### config.mk
export PLATFORM = sky130hd
export DESIGN_NAME = instruction_loader
export DESIGN_NICKNAME = d
export VERILOG_FILES = /design/src/rtl/instruction_loader_pkg.sv /design/src/rtl/instruction_loader_word_assembler.sv /design/src/rtl/instruction_loader.sv
export SDC_FILE = /design/constraint.sdc
export NUM_CORES = 1
export LEC_CHECK = 0
export CAP_MARGIN = 30
export CORE_ASPECT_RATIO = 1.5
export CORE_MARGIN = 5
export CORE_UTILIZATION = 45
export CTS_CLUSTER_DIAMETER = 60
export DETAILED_ROUTE_END_ITERATION = 8
export PLACE_DENSITY = 0.74
export SYNTH_ARGS = -nofsm -noshare
export SYNTH_HDL_FRONTEND = slang
export SYNTH_SLANG_ARGS = --single-unit
### constraint.sdc
create_clock -name i_clk -period 1.6 [get_ports i_clk]
set_input_delay 0.16 -clock i_clk [delete_from_list [all_inputs] [get_ports i_clk]]
set_output_delay 0.16 -clock i_clk [all_outputs]
set_load 0.05 [all_outputs]
### src/rtl/instruction_loader_pkg.sv
// Shared definitions for the program loader: FSM state encodings,
// default halt marker and idle timeout, and the byte width used when
// assembling little-endian instruction words from the UART FIFO.
package instruction_loader_pkg;

  // Width of one received byte.
  localparam int BYTE_SIZE = 8;

  // Defaults for the loader configuration.
  localparam int          DEFAULT_WORD_SIZE_IN_BYTES = 4;
  localparam logic [31:0] DEFAULT_HALT_WORD          = 32'hFFFF_FFFF;
  localparam int          DEFAULT_TIMEOUT_CYCLES     = 1_000_000;

  // Loader FSM states, 3-bit encoded.
  typedef enum logic [2:0] {
    ST_IDLE  = 3'd0,
    ST_CLEAR = 3'd1,
    ST_RECV  = 3'd2,
    ST_WRITE = 3'd3,
    ST_DONE  = 3'd4,
    ST_ERROR = 3'd5
  } state_t;

  // The loader owns the memory interface while clearing, receiving or writing.
  function automatic logic state_is_busy(input state_t s);
    return (s == ST_CLEAR) || (s == ST_RECV) || (s == ST_WRITE);
  endfunction

endpackage

### src/rtl/instruction_loader_word_assembler.sv
// word_assembler: byte counter plus insert buffer that builds one
// little-endian word. The first loaded byte lands in bits [7:0].
// o_word presents the buffer including the byte being loaded this
// cycle, so the caller can capture a complete word on the same edge
// that o_last is high.
module word_assembler
  import instruction_loader_pkg::*;
#(
  parameter int WORD_SIZE_IN_BYTES = DEFAULT_WORD_SIZE_IN_BYTES
) (
  input  logic                                    i_clk,
  input  logic                                    i_reset,
  input  logic                                    i_clr,
  input  logic                                    i_load,
  input  logic [BYTE_SIZE-1:0]                    i_byte,
  output logic [BYTE_SIZE*WORD_SIZE_IN_BYTES-1:0] o_word,
  output logic                                    o_last,
  output logic                                    o_partial
);

  localparam int WORD_W = BYTE_SIZE * WORD_SIZE_IN_BYTES;
  localparam int CNT_W  = (WORD_SIZE_IN_BYTES > 1) ? $clog2(WORD_SIZE_IN_BYTES) : 1;
  localparam logic [CNT_W-1:0] LAST_IDX = CNT_W'(WORD_SIZE_IN_BYTES - 1);

  logic [CNT_W-1:0]  cnt_q, cnt_d;
  logic [WORD_W-1:0] buf_q, buf_d;

  assign o_last    = i_load && !i_clr && (cnt_q == LAST_IDX);
  assign o_partial = (cnt_q != '0);
  assign o_word    = buf_d;

  // Insert the incoming byte at the current slot and advance the counter,
  // wrapping to zero after the last byte of the word.
  always_comb begin
    cnt_d = cnt_q;
    buf_d = buf_q;
    if (i_clr) begin
      cnt_d = '0;
    end else if (i_load) begin
      buf_d[BYTE_SIZE*cnt_q +: BYTE_SIZE] = i_byte;
      cnt_d = (cnt_q == LAST_IDX) ? '0 : cnt_q + 1'b1;
    end
  end

  // Byte counter is control state and is reset; a reset discards any partial word.
  always_ff @(posedge i_clk) begin
    if (i_reset) begin
      cnt_q <= '0;
    end else begin
      cnt_q <= cnt_d;
    end
  end

  // Word buffer is pure data; stale contents are always overwritten before use.
  always_ff @(posedge i_clk) begin
    buf_q <= buf_d;
  end

endmodule

### src/rtl/instruction_loader.sv
// instruction_loader: pulls bytes from the debug UART receive FIFO,
// assembles them into little-endian instruction words and writes them
// sequentially into instruction memory, stopping after the HALT word.
// Optional feature macro: INSTRUCTION_LOADER_TIMEOUT_EN adds an idle
// counter that aborts to ERROR when a partial word stalls for
// TIMEOUT_CYCLES cycles. Without it a partial word waits indefinitely.
module instruction_loader
  import instruction_loader_pkg::*;
#(
  parameter int                                    WORD_SIZE_IN_BYTES = DEFAULT_WORD_SIZE_IN_BYTES,
  parameter logic [BYTE_SIZE*WORD_SIZE_IN_BYTES-1:0] HALT_WORD        = DEFAULT_HALT_WORD,
  parameter int                                    TIMEOUT_CYCLES     = DEFAULT_TIMEOUT_CYCLES
) (
  input  logic                                    i_clk,
  input  logic                                    i_reset,
  input  logic                                    i_start,
  input  logic [BYTE_SIZE-1:0]                    i_rx_data,
  input  logic                                    i_rx_empty,
  input  logic                                    i_mem_full,
  output logic                                    o_rx_read,
  output logic                                    o_clear,
  output logic                                    o_instruction_write,
  output logic [BYTE_SIZE*WORD_SIZE_IN_BYTES-1:0] o_instruction,
  output logic                                    o_busy,
  output logic                                    o_done,
  output logic                                    o_error
);

  localparam int WORD_W = BYTE_SIZE * WORD_SIZE_IN_BYTES;

  state_t            state_q, state_d;
  logic [WORD_W-1:0] instruction_q, instruction_d;
  logic              clear_q, clear_d;
  logic              busy_q, busy_d;
  logic              done_q, done_d;
  logic              error_q, error_d;

  logic              asm_load;
  logic              asm_clr;
  logic [WORD_W-1:0] asm_word;
  logic              asm_last;
  logic              asm_partial;
  logic              timeout_hit;

  // Pop only in RECV with data present; the reset cycle never pops or writes.
  assign o_rx_read           = (state_q == ST_RECV) && !i_rx_empty && !i_reset;
  assign o_instruction_write = (state_q == ST_WRITE) && !i_mem_full && !i_reset;
  assign o_instruction       = instruction_q;
  assign o_clear             = clear_q;
  assign o_busy              = busy_q;
  assign o_done              = done_q;
  assign o_error             = error_q;

  assign asm_load = o_rx_read;
  assign asm_clr  = (state_q == ST_CLEAR);

  word_assembler #(
    .WORD_SIZE_IN_BYTES (WORD_SIZE_IN_BYTES)
  ) u_word_assembler (
    .i_clk     (i_clk),
    .i_reset   (i_reset),
    .i_clr     (asm_clr),
    .i_load    (asm_load),
    .i_byte    (i_rx_data),
    .o_word    (asm_word),
    .o_last    (asm_last),
    .o_partial (asm_partial)
  );

`ifdef INSTRUCTION_LOADER_TIMEOUT_EN
  localparam int IDLE_W = $clog2(TIMEOUT_CYCLES + 1);
  localparam logic [IDLE_W-1:0] IDLE_LAST = IDLE_W'(TIMEOUT_CYCLES - 1);

  logic [IDLE_W-1:0] idle_q, idle_d;

  // Count stalled cycles inside a partial word; any pop or leaving RECV restarts it.
  always_comb begin
    idle_d      = '0;
    timeout_hit = 1'b0;
    if ((state_q == ST_RECV) && asm_partial && i_rx_empty) begin
      timeout_hit = (idle_q == IDLE_LAST);
      idle_d      = idle_q + 1'b1;
    end
  end

  // Idle counter register.
  always_ff @(posedge i_clk) begin
    if (i_reset) begin
      idle_q <= '0;
    end else begin
      idle_q <= idle_d;
    end
  end
`else
  logic unused_timeout_cfg;
  assign timeout_hit        = 1'b0;
  assign unused_timeout_cfg = asm_partial ^ (TIMEOUT_CYCLES != 0);
`endif

  // Next-state logic; status outputs are decoded from the next state so they
  // are registered and line up with the state they describe.
  always_comb begin
    state_d       = state_q;
    instruction_d = instruction_q;
    unique case (state_q)
      ST_IDLE: begin
        if (i_start) state_d = ST_CLEAR;
      end
      ST_CLEAR: begin
        state_d = ST_RECV;
      end
      ST_RECV: begin
        if (asm_last) begin
          state_d       = ST_WRITE;
          instruction_d = asm_word;
        end else if (timeout_hit) begin
          state_d = ST_ERROR;
        end
      end
      ST_WRITE: begin
        if (i_mem_full) begin
          state_d = ST_ERROR;
        end else if (instruction_q == HALT_WORD) begin
          state_d = ST_DONE;
        end else begin
          state_d = ST_RECV;
        end
      end
      ST_DONE, ST_ERROR: begin
        if (i_start) state_d = ST_CLEAR;
      end
      default: begin
        state_d = ST_IDLE;
      end
    endcase
    clear_d = (state_d == ST_CLEAR);
    busy_d  = state_is_busy(state_d);
    done_d  = (state_d == ST_DONE);
    error_d = (state_d == ST_ERROR);
  end

  // Loader FSM and registered outputs.
  always_ff @(posedge i_clk) begin
    if (i_reset) begin
      state_q       <= ST_IDLE;
      instruction_q <= '0;
      clear_q       <= 1'b0;
      busy_q        <= 1'b0;
      done_q        <= 1'b0;
      error_q       <= 1'b0;
    end else begin
      state_q       <= state_d;
      instruction_q <= instruction_d;
      clear_q       <= clear_d;
      busy_q        <= busy_d;
      done_q        <= done_d;
      error_q       <= error_d;
    end
  end

endmodule

# --- Word level (Yosys, flattened, before mapping) ---
# Cells that the tools add are included.
totals:
  ff_bits: 73
  output_inout_bits: 38
  word_cells: 49
op_classes:
  n_eq_ne: 12
  muxes: 9
  n_addsub: 2
  reduce_logical: 16
  n_shift: 2
ops:
  columns: ["cell", "count"]
  rows:
  - ["$mux W32", 2]
  - ["$neg A5 Y34", 1]
  - ["$shift A8 B34 Y32 const A", 1]
  - ["$shiftx A8 B34 Y32", 1]
  - ["$bwmux W32", 1]
  - ["$eq A32 B32 Y1 const B", 1]
  - ["$eq A3 B2 Y1 const B", 4]
  - ["$eq A3 B3 Y1 const B", 4]
  - ["$mux W3", 4]
  - ["$pmux W3 S4", 1]
  - ["$eq A3 B1 Y1 const B", 2]
  - ["$logic_and A1 B1 Y1", 6]
  - ["$logic_not A1 Y1", 4]
  - ["$logic_not A3 Y1", 1]
  - ["$reduce_or A3 Y1", 1]
  - ["$add A2 B1 Y2 const B", 1]
  - ["$eq A2 B2 Y1 const B", 1]
  - ["$logic_or A1 B1 Y1", 2]
  - ["$mux W2", 1]
  - ["$reduce_and A2 Y1", 1]
  - ["$reduce_or A2 Y1", 1]

# --- Depth between registers and ports, before layout ---
logic_depth:
  depth_word: 10
  mapped_depth: 8

# --- Hierarchy ---
# From an unflattened synthesis, not the netlist that was laid out.
hier_totals:
  cells_unflattened: 332
  hier_area_um2: 3012.9
by_module_without_submodules:
  columns: ["mod", "area_each_um2", "seq_area_each_um2", "cells_each", "instances"]
  rows:
  - ["instruction_loader", 1512.7, 780.7, 187, 1]
  - ["word_assembler", 1500.2, 680.7, 145, 1]

# --- Worst setup path before layout ---
# Ideal clock, no wire load.
synth_path:
  path_kind: "register to register"
  start: "register u_word_assembler.cnt_q[0]"
  end: "register instruction_q[10] (netlist: o_instruction[10])"
  synth_period_minus_slack_ns: 1.755
  stages_incl_launch_ff: 6
  path_slack_ns: -0.155
  t_arrival_ns: 1.664
  required_time_ns: 1.509
  path_cell_list: "dfxtp_1 -> inv_1 -> ha_1 -> nor3b_2 -> nand4_1 -> a311oi_1"
synth_via:
  elab_chain_cells: 5
synth_lines:
  columns: ["item", "line_no", "source"]
  rows:
  - ["start, declared", "instruction_loader_word_assembler.sv:25", "logic [CNT_W-1:0] cnt_q, cnt_d;"]
  - ["start signal, assigned", "instruction_loader_word_assembler.sv:50", "cnt_q <= cnt_d;"]
  - ["$neg A5 Y34", "instruction_loader_word_assembler.sv:40", "buf_d[BYTE_SIZE*cnt_q +: BYTE_SIZE] = i_byte;"]
  - ["$shiftx A8 B34 Y32 or $shift A8 B34 Y32 (tied branches)", "instruction_loader_word_assembler.sv:40", null]
  - ["$bwmux W32", "instruction_loader_word_assembler.sv:40", null]
  - ["$mux W32", "instruction_loader_word_assembler.sv:39", "end else if (i_load) begin"]
  - ["$mux W32", "instruction_loader_word_assembler.sv:37", "if (i_clr) begin"]
  - ["end signal, assigned", "instruction_loader.sv:153", "instruction_q <= instruction_d;"]
  - ["end, declared", "instruction_loader.sv:32", "logic [WORD_W-1:0] instruction_q, instruction_d;"]
# Several ways; a longest one is shown, not always the timed one.
# A chain may end at the register's enable or synchronous reset.

# --- Worst setup path after layout ---
layout_path:
  start: "register u_word_assembler.cnt_q[0]"
  end: "register instruction_q[3] (netlist: o_instruction[3])"
# Same word-level chain as after synthesis.

==> results by group <==
Floorplanning
  – # IOs: 51
  – DIE AREA: 7473 um^2
  – Die width: 72.27 um
  – Core box area: 5743 um^2
  – Num rows: 34
  – Initial Utilization: 0.4558
  – Die Height: 103.4 um

Synth
  – Mapped Avg Cell Area: 9.120 um^2
  – Sequential share of the synthesized area: 0.4971
  – Post-Syn Instances: approximately 290
  – Main combinational cell family by area after synthesis: simple AND/OR/NAND/NOR gates
  – Mux contribution to synthesized area: 0.01147
  – Synthesis-stage register bit count: 65
  – Yosys cell types: 34
  – Synth Area in Adders: 0.02390
  – Mapped Nets: just over 300
  – Number of synthesis warnings: 0
  – Simple-Gate Fraction of Synth Area: 0.2859
  – XOR/XNOR Fraction of Synth Area: 0
  – Synth Area in Compound Gates: 0.1343
  – Mapped Area: 2618 um^2

Global route
  – First-pass GRT wire length: 12370 um
  – GR Util met2: 0.3923
  – Tot GR Track Use: 0.2180
  – M3 GR Usage: 0.05126
  – GR peak layer: met2
  – Initial antenna violation count: 0
  – Met1 Track Usage GR: 0.2438
  – Largest net degree at the start of global routing: 42
  – Grt ovf: 0
  – Vias in the first global route: 2567

STA
  – Number of max-slew violations in the final report: 0
  – Clock Skews: between 0.009 and 0.01 ns
  – Setup ws final: -0.08199 ns
  – Final hold slack: about 0.44 ns
  – Setup TNS: -0.5410 ns
  – Max Freq: 0.5945 GHz
  – Hold Vio Cnt, Final: 0
  – Crit share post-route: 1.051
  – Worst Max-Slew Pin Slew: 0.3570 ns
  – Post-layout minimum cycle time: 1.682 ns
  – Slew margin rel.: 0.7612
  – Setup-failing EPs final: 20
  – RSZ-0062 raised after global routing: true

Min path
  – Worst hold path depth: 2
  – WHS Endpoint: u_word_assembler.buf_q[11]
  – HP Class: register to register
  – Hold Path Origin: u_word_assembler.buf_q[11]

Power and ir drop
  – Combinational Power Share: 0.086
  – Reg power frac: 0.458
  – Pint: between 2 and 3 mW
  – Sw Ratio: 0.2279
  – Leakage: 1.735 nW
  – Total power per unit cell area: just over 900 nW/um^2
  – Peak supply drop: 0.0005542 V
  – Clock power share: 0.456
  – Net Switching: 853.3 uW

Clock network
  – Num CTS Buffers: 9
  – Clock-pin slew on the worst setup and hold paths: 0.07 ns
  – CTS max path bufs: 2
  – Hold buffer count at cts: 0
  – CTS Sinks: 65
  – Max H-tree Level: 3
  – CTS tree: built
  – Clock Latency Late Sink: 0.35 ns
  – Root Driver: clkbuf_8

Finish
  – Layout area overhead: 57.31%
  – Layout cells sized above 1: 0.4232
  – Final Core Density: 0.7170
  – Post-layout nets: 410
  – Commonest non-fill, non-tap cells in the layout: buf_4 (87), dfxtp_1 (57), nand2_1 (50)
  – Most common cell after layout, fill and taps aside: buf_4
  – Antenna cells: 0

Placement
  – I/O Buffers: 50
  – RD Place Congestion: 0.8517
  – Dpl hpwl: 5150 um

Critical path
  – Reg2Reg Setup Slack: -0.08 ns
  – CP endpoint kind: register
  – Crit Path Max Fanout: 6
  – RR Startpoint: u_word_assembler.cnt_q[0]
  – Crit path arrival time: 1.93 ns
  – Critical Path Start Type: register
  – Worst reg2reg path depth: 6
  – Reg-to-reg endpoint: o_instruction[3]
  – CP Data Required Time: roughly 1.9 ns
  – CP Class: register to register
  – Crit. Startpoint: u_word_assembler.cnt_q[0]

Run status
  – Status: complete, but fails checks
  – Failing checks: negative setup slack

Route
  – Detailed-route via count: ~2800
  – Total Routed Length: 8743 um
  – Antenna-violating nets left: 0
  – DR iter-0 viols: 234
  – Post-DR vias/cell: 5.887
  – 1st-pass router iterations: 5
  – WL/cell: 18.64 um
  – Drc violations: 0

Flow run
  – Max-Cap Viols: 0
power groups by stage:
stage                     clock, mW  sequential [mW]  combinational (mW)
final                          1.71             1.71               0.321
after global routing           1.82             1.72               0.345
after CTS                      1.73             1.71               0.296
after detailed placement          0             1.75               0.282
after global placement            0             1.75               0.276
after floorplan                   0             1.77               0.150
layout make-up:
class	count	area, um^2
clock buffers	11	141.4
clock inverters	5	102.6
fillers	413	1625
inverters	4	22.52
multi-input cells	199	1419
flip-flops and latches	65	1319
well taps	72	90.09
repair buffers	113	1023
flip-flops by register name, indices dropped and copies added (netlist names):
name and flops:
o_busy 1, o_clear 1, o_done 1, o_error 1, o_instruction 32, state_q 3
u_word_assembler.buf_q 24, u_word_assembler.cnt_q 2
through the flow:
stage	area [um^2]	instances	setup WS (ns)	power, mW
final	4118	469	-0.08199	3.744
after global placement	3431	436	-0.3045	2.027
after CTS	3852	459	-0.03259	3.737
after floorplan	2661	287	0.0002042	1.918
after detailed placement	3431	436	-0.2610	2.036
after global routing	4118	469	-0.1309	3.881
kinds of logic after synthesis:
| kind of cell | after synthesis |
|---|---|
| compound gates | 44 |
| simple gates | 147 |
| fa+ha+maj | 5 |
| buf+inv | 23 |
| mux | 3 |
| flops | 65 |
synthesized netlist by cell type:
| master | instances | area share |
|---|---|---|
| nor3b_1 | 1 | 0.0029 |
| buf_6 | 1 | 0.0043 |
| clkbuf_1 | 6 | 0.0086 |
| nor3_1 | 4 | 0.0076 |
| nand4_1 | 32 | 0.076 |
| nor2b_1 | 2 | 0.0048 |
| o21ai_0 | 1 | 0.0019 |
| ha_1 | 5 | 0.024 |
| a31oi_1 | 3 | 0.0072 |
| o21a_1 | 1 | 0.0029 |
| nand2_1 | 53 | 0.076 |
| and4_1 | 1 | 0.0033 |
| a211oi_1 | 1 | 0.0029 |
| nor2_1 | 40 | 0.057 |
| and2b_1 | 1 | 0.0029 |
| a21oi_1 | 2 | 0.0038 |
| a31o_2 | 1 | 0.0033 |
| nand3_1 | 1 | 0.0019 |
| dfxtp_1 | 65 | 0.50 |
| nor4_1 | 3 | 0.0072 |
| a22oi_1 | 8 | 0.023 |
| inv_1 | 4 | 0.0057 |
| a311oi_1 | 24 | 0.080 |
| nor4b_2 | 1 | 0.0057 |
| a21o_1 | 1 | 0.0029 |
| o31ai_1 | 1 | 0.0029 |
| buf_4 | 6 | 0.017 |
| nor4b_4 | 2 | 0.018 |
| and2_1 | 2 | 0.0048 |
| or2_2 | 1 | 0.0024 |
| nor3b_2 | 3 | 0.014 |
| o41ai_1 | 1 | 0.0033 |
| buf_2 | 6 | 0.011 |
| mux2i_1 | 3 | 0.011 |
timing repair:
action | CTS | global route
resized for setup | 27 | 33
cloned | 1 | 4
pin swaps | 16 | 35
setup buffers | 6 | 6
endpoints found under the setup margin | 32 | 40
metal layers:
metal  part of all wire  wire length (um)
met1               0.37              3194
met3              0.063               550
met5                  0                 0
met2               0.52              4577
met4              0.048               421
worst max-delay path: stages (launching register included):
cell,delay (ns)
dfxtp_4,0.40
ha_4,0.15
nor4b_4,0.25
and2_4,0.31
clkbuf_16,0.20
nor2_4,0.04
a311oi_1,0.25
how the worst max path moves through the flow:
| stage | to | cells past startpoint | slack [ns] |
|---|---|---|---|
| final | o_instruction[3] | 6 | -0.08 |
| after global routing | o_instruction[17] | 6 | -0.13 |
| after CTS | o_instruction[20] | 6 | -0.03 |
| after detailed placement | o_instruction[19] | 6 | -0.26 |
| after global placement | o_instruction[19] | 6 | -0.30 |
| after floorplan | o_busy | 4 | 0.0002 |
No activity file was read; power rests on OpenSTA's default activity.
